<file path="src/rtl/tick_period_meter.sv">
// tick_period_meter: measures the spacing in clock cycles between rising edges of tick
// Ports:
//   clock, reset   - single clock; synchronous active-high reset
//   enable         - measurement enable; low holds the meter idle and clears stable
//   tick           - monitored stream, already synchronous to clock
//   period_ready   - consumer accepts the current result
//   period         - last measured period (all-ones when overflow is set)
//   period_valid   - a result is waiting for the consumer
//   overflow       - the true period exceeded 2^PERIOD_WIDTH-1
//   overrun        - sticky; a result replaced one that was never consumed
//   stable         - last two loaded results were equal and neither overflowed
// Build option: TICK_PERIOD_METER_TIMEOUT_EN reports a dead stream as an overflow
//   result as soon as the counter saturates, then waits for a fresh edge to re-arm.
module tick_period_meter #(
    parameter int PERIOD_WIDTH = 8
) (
    input  logic                    clock,
    input  logic                    reset,
    input  logic                    enable,
    input  logic                    tick,
    input  logic                    period_ready,
    output logic [PERIOD_WIDTH-1:0] period,
    output logic                    period_valid,
    output logic                    overflow,
    output logic                    overrun,
    output logic                    stable
);
    typedef enum logic {IDLE, MEASURE} state_t;
    localparam logic [PERIOD_WIDTH-1:0] CNT_MAX = '1;
    state_t                  state_q, state_d;
    logic [PERIOD_WIDTH-1:0] cnt_q, cnt_d, period_q, period_d;
    logic                    sat_q, sat_d, tick_q;
    logic                    valid_q, valid_d, ovf_q, ovf_d;
    logic                    overrun_q, overrun_d, stable_q, stable_d;
    logic                    edge_w, load, res_ovf;
    assign edge_w = tick & ~tick_q;
    always_comb begin
        state_d = state_q;
        cnt_d   = cnt_q;
        sat_d   = sat_q;
        load    = 1'b0;
        res_ovf = sat_q;
        case (state_q)
            IDLE: begin
                if (enable && edge_w) begin
                    state_d = MEASURE;
                    cnt_d   = PERIOD_WIDTH'(1);
                    sat_d   = 1'b0;
                end
            end
            MEASURE: begin
                if (!enable) begin
                    state_d = IDLE;
                    cnt_d   = '0;
                    sat_d   = 1'b0;
                end else if (edge_w) begin
                    load  = 1'b1;
                    cnt_d = PERIOD_WIDTH'(1);
                    sat_d = 1'b0;
                end else if (cnt_q != CNT_MAX) begin
                    cnt_d = cnt_q + PERIOD_WIDTH'(1);
                end else begin
`ifdef TICK_PERIOD_METER_TIMEOUT_EN
                    // cnt_q is already all-ones, so the result carries the saturated period
                    load    = 1'b1;
                    res_ovf = 1'b1;
                    state_d = IDLE;
                    cnt_d   = '0;
                    sat_d   = 1'b0;
`else
                    sat_d = 1'b1;
`endif
                end
            end
            default: state_d = IDLE;
        endcase
    end
    // A result taken in the same cycle as a new load is not an overrun
    assign period_d  = load ? cnt_q : period_q;
    assign ovf_d     = load ? res_ovf : ovf_q;
    assign valid_d   = load | (valid_q & ~period_ready);
    assign overrun_d = overrun_q | (load & valid_q & ~period_ready);
    assign stable_d  = !enable ? 1'b0 :
                       load ? (cnt_q == period_q) & ~res_ovf & ~ovf_q : stable_q;
    always_ff @(posedge clock) begin
        if (reset) begin
            state_q   <= IDLE;
            cnt_q     <= '0;
            sat_q     <= 1'b0;
            tick_q    <= 1'b0;
            period_q  <= '0;
            valid_q   <= 1'b0;
            ovf_q     <= 1'b0;
            overrun_q <= 1'b0;
            stable_q  <= 1'b0;
        end else begin
            state_q   <= state_d;
            cnt_q     <= cnt_d;
            sat_q     <= sat_d;
            tick_q    <= tick;
            period_q  <= period_d;
            valid_q   <= valid_d;
            ovf_q     <= ovf_d;
            overrun_q <= overrun_d;
            stable_q  <= stable_d;
        end
    end
    assign period       = period_q;
    assign period_valid = valid_q;
    assign overflow     = ovf_q;
    assign overrun      = overrun_q;
    assign stable       = stable_q;
endmodule

</file>
<file path="config.mk">
export PLATFORM = sky130hd
export DESIGN_NAME = tick_period_meter
export DESIGN_NICKNAME = d
export VERILOG_FILES = /design/src/rtl/tick_period_meter.sv
export SDC_FILE = /design/constraint.sdc
export NUM_CORES = 1
export LEC_CHECK = 0
export ABC_CLOCK_PERIOD_IN_PS = 1900
export BUFFER_PORTS_ARGS = -buffer_cell sky130_fd_sc_hd__buf_4
export CELL_PAD_IN_SITES_DETAIL_PLACEMENT = 0
export CELL_PAD_IN_SITES_GLOBAL_PLACEMENT = 1
export CORE_ASPECT_RATIO = 1.75
export CORE_MARGIN = 10
export CORE_UTILIZATION = 35
export DETAILED_ROUTE_END_ITERATION = 8
export GPL_TIMING_DRIVEN = 0
export PLACE_DENSITY_LB_ADDON = 0.1
export SYNTH_ARGS = -nofsm -noshare
export SYNTH_HDL_FRONTEND = slang
export SYNTH_SLANG_ARGS = --single-unit
</file>
<file path="constraint.sdc">
create_clock -name clock -period 1.9 [get_ports clock]
set_clock_uncertainty 0.05 [all_clocks]
set_input_delay 0 -clock clock [delete_from_list [all_inputs] [get_ports clock]]
set_output_delay 0 -clock clock [all_outputs]
set_load 0.1 [all_outputs]
</file>
; Word-level counts from Yosys, hierarchy flattened
; Index checks and enable logic that the tools add are counted.
[word_totals]
reg_bits = 23
in_bits = 5
out_inout_bits = 12
wordCells = 49
[classes]
addsub = 1
n_eq_ne = 5
muxes = 16
n_bitwise = 14
n_reduce_logical = 4
[op_table]
columns = operator, n
row1 = $mux 8, 4
row2 = $pmux 8 s2, 1
row3 = $mux 1, 9
row4 = $add 8x1->8 const B, 1
row5 = $eq 8x8->1, 1
row6 = $ne 8x8->1 const B, 1
row7 = $and 1x1->1, 6
row8 = $not 1->1, 6
row9 = $ne 4x2->1 const B, 1
row10 = $ne 4x4->1 const B, 1
row11 = $pmux 1 s2, 2
row12 = $reduce_and 2->1, 2
row13 = $ne 2x2->1 const B, 1
row14 = $or 1x1->1, 2
row15 = $reduce_or 2->1, 1
row16 = $logic_and 1x1->1, 1

; Logic depth before layout (Yosys ltp)
; Gate-level depths: netlist of the first run.
[depth]
depth_word = 8
mapped_depth = 5

; Least setup slack after synthesis of the first run
; OpenSTA, ideal clock, no wires.
[synth_path]
path_type = reg-to-reg
start = register period_q[3], in the netlist period[3]
end = register stable_q, in the netlist stable
setup_ns = 0.074
arrival_ns = 1.596
t_required_ns = 1.776
path_slack_ns = 0.180
path_stages_with_launch = 5
cell_sequence = dfxtp_1 xor2_1 nor4_1 nand4_1 o21ai_0
[synth_via]
elab_chain_len = 3
[synth_lines]
columns = item, line_no
row1 = "start, declared", 31  ; logic [PERIOD_WIDTH-1:0] cnt_q, cnt_d, period_q, period_d;
row2 = "start signal, assigned", 101  ; period_q <= period_d;
row3 = $eq 8x8->1, 84  ; load ? (cnt_q == period_q) & ~res_ovf & ~ovf_q : stable_q;
row4 = $and 1x1->1 (2 in a row), 84
row5 = "end signal, assigned", 105  ; stable_q <= stable_d;
row6 = "end, declared", 34  ; logic overrun_q, overrun_d, stable_q, stable_d;
; Every way passes these cells.
; A chain may end at the register's enable or synchronous reset.

; Worst setup path after layout of the first run
[layout_path]
start = register cnt_q[0]
end = register cnt_q[0]
[layout_via]
elab_chain_len = 5
[layout_lines]
columns = item, line_no
row1 = "start, declared", 31
row2 = "start signal, assigned", 98  ; cnt_q <= cnt_d;
row3 = $add 8x1->8, 61  ; cnt_d = cnt_q + PERIOD_WIDTH'(1);
row4 = $mux 8, 60  ; end else if (cnt_q != CNT_MAX) begin
row5 = $mux 8, 56  ; end else if (edge_w) begin
row6 = $mux 8, 52  ; if (!enable) begin
row7 = $pmux 8 s2, 43  ; case (state_q)
; Parallel ways exist; a longest one is shown, timed or not. The select of a mux whose other input is x is not followed.

==> results of run 1 <==
## registers in the layout (all words and copies together), names as in the netlist
| signal | cells |
|---|---|
| cnt_q | 8 |
| overflow | 1 |
| overrun | 1 |
| period | 8 |
| period_valid | 1 |
| res_ovf | 1 |
| stable | 1 |
| state_q | 1 |
| tick_q | 1 |
## tightest hold or removal path: stages
cell and delay [ns]:
buf_6 0.12, nand4_1 0.10, a21oi_1 0.07
## timing repair
item	in CTS	in global routing
buffers inserted	0	0
hold endpoints to repair	5	0
hold buffers	3	0
## synth_stat cells, drive strengths merged (2+ instances only)
cell,number
xor2,7
buf,4
xnor2,4
and3,3
nand3,5
nand2b,3
and2b,2
a21oi,13
dfxtp,23
mux2i,2
nor2,9
nor2b,2
nand4,7
o21ai,3
o211ai,3
nand2,23
clkbuf,4
## cell families (layout without fill, tap and decap cells)
kind of cell,after synthesis,after routing,share of synthesized area
and+or+nand+nor,61,61,0.2992
muxes,2,2,0.01780
adders and majority gates,1,1,0.01112
buffers and inverters,9,30,0.05783
xor gates and xnor gates,11,11,0.08565
DFF,23,23,0.4093
AOI/OAI and AO/OA,23,23,0.1190
## worst max path at each step
stage,startpoint,to,slack (ns),cells past startpoint
after floorplan,period[3],stable,0.18,4
after global placement,cnt_q[0],cnt_q[0],0.31,5
after detailed placement,cnt_q[1],cnt_q[0],0.30,5
after CTS,cnt_q[1],cnt_q[0],0.29,5
after global routing,cnt_q[0],cnt_q[0],0.15,5
final,cnt_q[0],cnt_q[0],0.30,5
## where the power goes
group	leakage, nW	total [mW]	switching (mW)	internal (mW)
clock network	0.0228	0.311	0.161	0.150
registers	0.186	0.492	0.00591	0.486
logic	0.332	0.0589	0.0325	0.0265
## metrics by stage
step	util	power [mW]	hold WS, ns
finish	0.4372	0.8622	0.007026
global route	0.4372	0.8928	0.03768
CTS	0.4372	0.8743	0.009807
detailed placement	0.4130	0.5578	0.1566
global placement	0.4130	0.5578	0.1497
floorplan	-	0.5419	0.07817
## final cells by class
cell class / instances / area, um^2 / area share
multi-input combinational: 98 / 599.3 / 0.4411
sequential: 23 / 460.4 / 0.3389
timing repair buffer: 17 / 135.1 / 0.09945
buffer: 8 / 61.31 / 0.04512
tap: 43 / 53.80 / 0.03959
clock buffer: 4 / 45.04 / 0.03315
inverter: 1 / 3.754 / 0.002762
## layer usage
metal | wire length (um) | track usage
met5 | 0 | 0
met4 | 57 | 0.04494
met3 | 129 | 0.02251
met2 | 1283 | 0.1572
met1 | 1116 | 0.1032
## cell usage in the layout, fill, tap and decap left out, types with 2 or more instances in the layout
cell type,netlist,routed
nand2_1,23,23
dfxtp_1,23,23
buf_4,1,15
a21oi_1,13,13
nor2_1,8,8
xor2_1,7,7
nand4_1,6,6
nand3_1,5,5
clkbuf_8,1,4
xnor2_1,4,4
clkbuf_1,2,3
nand2b_1,3,3
o211ai_1,3,3
o21ai_0,3,3
dlygate4sd3_1,0,3
buf_6,2,2
and3_1,2,2
mux2i_1,2,2
==> summary.md, run 1 <==
| Metric | Value |
|---|---|
| Buf+Inv Stages, Crit Path | 0 |
| Worst Path Max Fanout | 7 |
| Die area | 5971 um^2 |
| Vias in the first global route | 913 |
| Share of the synthesized area in the top cell type | 0.4093 |
| Worst path slowest cell | dfxtp_1 |
| Dpl cells | 187 |
| EDFF count, synth | 0 |
| Initial antenna violation count | 0 |
| H-tree depth | 1 |
| Nets | 158 |
| Final Non-Filler Cells | 194 |
| Crit-path max cell delay | 0.48 ns |
| Largest net degree at the start of global routing | 13 |
| Hold wc startpoint | enable |
| Max Slew Vio Count | 0 |
| DP Wirelength | 1.984 mm |
| Setup WS post-layout | 0.3036 ns |
| CTS Buffer Depth | 2 |
| Setup TNS | 0 ns |
| Mapped Cells | 130 |
| Worst Setup Start Kind | flip-flop |
| Fill count | 337 |
| Slew Limit Headroom | 0.6805 |
| Routability cong. | 0.7713 |
| Via count | 946 |
| VDD IR max | 0.3182 mV |
| RSZ-0062 raised after global routing | false |
| DRT Pass-1 Iters | 4 |
| Rows | 27 |
| Clock sink count | 23 |
| Yosys cell types | 39 |
| CP Class | reg2reg |
| Top FF cell, synth | dfxtp_1 |
| Global-route wire length before repair | 4.416 mm |
| CTS Root Cell | clkbuf_8 |
| Detailed Route Iter0 Violations | 14 |
| Status | finished, final reports clean |
| Worst r2r src | cnt_q[0] |
| Critical path arrival | 1.71 ns |
| Die width | 62.86 um |
| Area Growth Syn to Fin | 20.80% |
| DRC errors left | 0 |
| Reg2Reg Depth | 5 |
| Leak pwr | 0.5406 nW |
| R2r endpoint | cnt_q[0] |
| Ranking of synthesized cells by area | dfxtp_1 (41%), nand2_1 (7.7%), a21oi_1 (5.8%) |
| Post-layout min period | 1.596 ns |
| Final period util | 0.8402 |
| Synth Warn # | 0 |
| Tightest Pin Transition | 0.4792 ns |
| Area of the core | 3108 um^2 |
| Grt ovf | 0 |
| Syn Nets | 136 |
| Hold Path Cell Cnt | 3 |
| WP data required | 2.01 ns |
| Sequential cell area fraction in the yosys report | 0.4093 |
| PortBufs | 14 |
| Share of cells above drive strength 1 | 0.2053 |
| Clk pin slew, worst setup/hold paths | 0.08 ns |
| Hold endpoint | res_ovf |
| Worst Setup End Kind | flip-flop |
| CP cell instances | ha_1 -> nand3_1 -> nor2_4 -> nor4bb_1 -> or3_1 |
| DR WL/cell | 13.33 um |
| Post-synth top area cell | dfxtp_1 |
| Post-CTS resize count | 0 |
| Design area | 1359 um^2 |
| Antenna-violating nets left | 0 |
| PwrDens | 634.5 nW/um^2 |
| Async SR Flop Fraction | 0 |
| Flop-to-flop setup slack | 0.30 ns |
| HP Class | in2reg |
| Die height | 95.00 um |
| FMAX | 626.4 MHz |
| Max Cap Violations | 0 |
| Clock latency on the worst-skew pair | 0.27 ns |
| Post-DR vias/cell | 4.876 |
| Final wirelength | 2.586 mm |
| Average size of a mapped cell | 8.653 um^2 |
| Initial Util | 0.3619 |
| Setup violations, final | 0 |
| Cell area after synthesis | 1125 um^2 |
| Delay-heaviest family, CP | simple AND/OR/NAND/NOR gates |
| Post-Place Setup Slack | 0.3001 ns |
| Diodes inserted | 0 |
| TritonCTS buffer count | 3 |
| Hold Vio Cnt, Final | 0 |
| Total track usage | 0.09139 |
| DP Area | 1284 um^2 |
| #FFs+latches synth | 23 |
| IO Count | 17 |
| CTS tree | built |
(Power assumes the default switching activity.)
==> run 2: changes to the inputs <==
--- a/config.mk
+++ b/config.mk
@@ -5,7 +5,8 @@
 export SDC_FILE = /design/constraint.sdc
 export NUM_CORES = 1
 export LEC_CHECK = 0
-export ABC_CLOCK_PERIOD_IN_PS = 1900
+export ABC_AREA = 1
+export ABC_CLOCK_PERIOD_IN_PS = 1700
 export BUFFER_PORTS_ARGS = -buffer_cell sky130_fd_sc_hd__buf_4
 export CELL_PAD_IN_SITES_DETAIL_PLACEMENT = 0
 export CELL_PAD_IN_SITES_GLOBAL_PLACEMENT = 1
==> constraint.sdc (replaced) <==
create_clock -name clock -period 1.7 [get_ports clock]
set_clock_uncertainty 0.05 [all_clocks]
set_input_delay 0 -clock clock [delete_from_list [all_inputs] [get_ports clock]]
set_output_delay 0 -clock clock [all_outputs]
set_load 0.1 [all_outputs]
==> run 2 against run 1 <==
Compared with the run above:
- global-route usage grew 0.89 points
- non-clock buffer count is 3 lower
- via count rose by 20%
- wire length rose by 17%
- critical path type unchanged
- maximum frequency grew 5.6%
- combinational power grew 120%
- synthesized cell count up 35%
- flip-flop and latch count unchanged
- sequential power grew 13%
- die area increased by 4.0%
==> summary.md, run 2 <==
| Metric | Value |
|---|---|
| DR WL/cell | 12.61 um (was 13.33 um) |
| Combinational fraction of design power | 0.122 (was 0.068) |
| HP Class | in2reg (unchanged) |
| Leak pwr | 0.6232 nW (was 0.5406 nW) |
| Via count | 1134 (was 946) |
| Routability cong. | 0.7907 (was 0.7713) |
| Psw | 0.2884 mW (was 0.1996 mW) |
| Tightest Pin Transition | 0.4162 ns (was 0.4792 ns) |
| TritonCTS buffer count | 3 (unchanged) |
| PortBufs | 15 (was 14) |
| Power Internal | 0.7485 mW (was 0.6626 mW) |
| #FFs+latches synth | 23 (unchanged) |
| CP Class | reg2reg (unchanged) |
| Commonest cells post-synth | nand2_1 (46), inv_1 (28), dfxtp_1 (23) (was dfxtp_1 (23), nand2_1 (23), a21oi_1 (13)) |
| Average size of a mapped cell | 6.778 um^2 (was 8.653 um^2) |
| Initial antenna violation count | 0 (unchanged) |
| Tot Pwr | 1.037 mW (was 0.8622 mW) |
| Cell area after synthesis | 1186 um^2 (was 1125 um^2) |
| Area Growth Syn to Fin | 20.46% (was 20.80%) |
| VDD IR max | 0.5643 mV (was 0.3182 mV) |
| FMAX | 661.8 MHz (was 626.4 MHz) |
| Setup violations, final | 0 (unchanged) |
| Vias in the first global route | 1170 (was 913) |
| Sequential cell area fraction in the yosys report | 0.3882 (was 0.4093) |
| Dpl cells | 233 (was 187) |
| CTS Root Cell | clkbuf_8 (unchanged) |
| DRT Pass-1 Iters | 4 (unchanged) |
| Post-layout min period | 1.511 ns (was 1.596 ns) |
| Commonest cells after routing, fill and taps aside | nand2_1 (46), inv_1 (28), dfxtp_1 (23) (was nand2_1 (23), dfxtp_1 (23), buf_4 (15), a21oi_1 (13), nor2_1 (8)) |
| Clock share of power | 0.340 (was 0.361) |
| Worst hold slack | 0.05172 ns (was 0.007026 ns) |
| Mapped Cells | 175 (was 130) |
| Ranking of synthesized cells by area | dfxtp_1 (39%), nand2_1 (15%), inv_1 (8.9%) (was dfxtp_1 (41%), nand2_1 (7.7%), a21oi_1 (5.8%)) |
| Nets | 204 (was 158) |
| Worst Setup End Kind | flip-flop (unchanged) |
| EDFF count, synth | 0 (unchanged) |
| Synth Warn # | 0 (unchanged) |
| Setup WS post-layout | 0.1889 ns (was 0.3036 ns) |
| Final Non-Filler Cells | 240 (was 194) |
| Worst Path Max Fanout | 10 (was 7) |
| Hold Path Cell Cnt | 2 (was 3) |
| Reg2Reg Depth | 9 (was 5) |
| Hold Vio Cnt, Final | 0 (unchanged) |
| Top FF cell, synth | dfxtp_1 (unchanged) |
| Post-DR vias/cell | 4.725 (was 4.876) |
| Diodes inserted | 0 (unchanged) |
| CTS Buffer Depth | 2 (unchanged) |
| Detailed Route Iter0 Violations | 43 (was 14) |
| Share of cells above drive strength 1 | 0.1878 (was 0.2053) |
| Clk pin slew, worst setup/hold paths | 0.09 ns (was 0.08 ns) |
| Grt ovf | 0 (unchanged) |
| Die width | 64.01 um (was 62.86 um) |
| DRC errors left | 0 (unchanged) |
| Status | finished, final reports clean (unchanged) |
| Yosys cell types | 24 (was 39) |
| Reg power frac | 0.538 (was 0.571) |
| Final period util | 0.8889 (was 0.8402) |
| Fill count | 380 (was 337) |
| DP Wirelength | 2.378 mm (was 1.984 mm) |
| Critical path arrival | 1.63 ns (was 1.71 ns) |
| Commonest non-fill, non-tap cell in the layout | nand2_1 |
| Die area | 6209 um^2 (was 5971 um^2) |
| H-tree depth | 1 (unchanged) |
| Global-route wire length before repair | 5.195 mm (was 4.416 mm) |
| PwrDens | 725.7 nW/um^2 (was 634.5 nW/um^2) |
| Clock latency on the worst-skew pair | 0.26 ns (was 0.27 ns) |
| Slew Limit Headroom | 0.7225 (was 0.6805) |
| Antenna-violating nets left | 0 (unchanged) |
| CTS tree | built (unchanged) |
| Max Cap Violations | 0 (unchanged) |
| Clock sink count | 23 (unchanged) |
| Most numerous cell in the Yosys netlist | nand2_1 |
| Rows | 27 (unchanged) |
| IO Count | 17 (unchanged) |
| WP data required | 1.82 ns (was 2.01 ns) |
| Area of the core | 3209 um^2 (was 3108 um^2) |
| Worst Setup Start Kind | flip-flop (unchanged) |
| Die height | 97.01 um (was 95.00 um) |
| Setup TNS | 0 ns (unchanged) |
| Sw Share | 0.2781 (was 0.2315) |
| Initial Util | 0.3696 (was 0.3619) |
| Async SR Flop Fraction | 0 (unchanged) |
| Post-synth top area cell | dfxtp_1 (unchanged) |
| Total track usage | 0.1003 (was 0.09139) |
| Post-Place Setup Slack | 0.2066 ns (was 0.3001 ns) |
| Final wirelength | 3.026 mm (was 2.586 mm) |
| Share of the synthesized area in the top cell type | 0.3882 (was 0.4093) |
| Largest net degree at the start of global routing | 14 (was 13) |
| RSZ-0062 raised after global routing | false (unchanged) |
| Max Slew Vio Count | 0 (unchanged) |
| Syn Nets | 181 (was 136) |
run 2: worst paths after layout:
path              slack, ns      from        to
setup / recovery       0.19  cnt_q[0]  cnt_q[6]
hold / removal         0.05     reset    tick_q
setup reg to reg       0.19  cnt_q[0]  cnt_q[6]
hold reg to reg        0.43    stable    stable
run 2: final cells by class:
cell class	count	area, um^2	share of cell area
inverters	29	108.9	0.07618
repair buffers	18	142.6	0.09983
multi-input cells	119	591.8	0.4142
well taps	43	53.80	0.03765
flip-flops and latches	23	460.4	0.3222
plain buffers	4	25.02	0.01751
clock inverters	1	5.005	0.003503
clock buffers	3	41.29	0.02890
run 2: per-layer routing:
layer | share of wire | vias to the layer above | track usage | wire (um)
li1 | - | 591 | - | -
met1 | 0.41 | 522 | 0.1037 | 1239
met2 | 0.54 | 19 | 0.1882 | 1641
met3 | 0.041 | 2 | 0.02304 | 123
met4 | 0.0073 | 0 | 0.03025 | 22
met5 | 0 | - | 0 | 0
run 2: power groups by stage:
stage / logic, mW / clock network [mW] / registers (mW)
after floorplan: 0.0581 / 0 / 0.601
after global placement: 0.122 / 0 / 0.569
after detailed placement: 0.123 / 0 / 0.570
after CTS: 0.128 / 0.364 / 0.557
after global routing: 0.139 / 0.377 / 0.559
final: 0.127 / 0.353 / 0.558
run 2: kinds of logic after synthesis:
kind of cell               synth area share
buffers and inverters                0.1129
AOI/OAI and AO/OA                    0.1297
adders and majority gates           0.01055
and+or+nand+nor                      0.3513
xor gates and xnor gates           0.007385
DFF                                  0.3882
run 2: critical path, stage by stage, from the launching register on:
cell and delay [ns]:
dfxtp_1 0.43, ha_1 0.24, nand2_2 0.10, nor2_4 0.14, nand3_4 0.09, buf_6 0.15
nand3_1 0.07, nand2_1 0.06, nand2_1 0.05, nor2_1 0.03
run 2: per-stage QoR:
stage | area, um^2 | util
after floorplan | 1186 | -
after global placement | 1353 | 0.4214
after detailed placement | 1353 | 0.4214
after CTS | 1429 | 0.4452
after global routing | 1429 | 0.4452
final | 1429 | 0.4452
run 2: repair_timing:
| action | 4_1_cts | 5_1_grt |
|---|---|---|
| resized for setup | 0 | 0 |
| hold buffers | 3 | 0 |
| hold endpoints to repair | 4 | 0 |
| setup buffers | 0 | 0 |
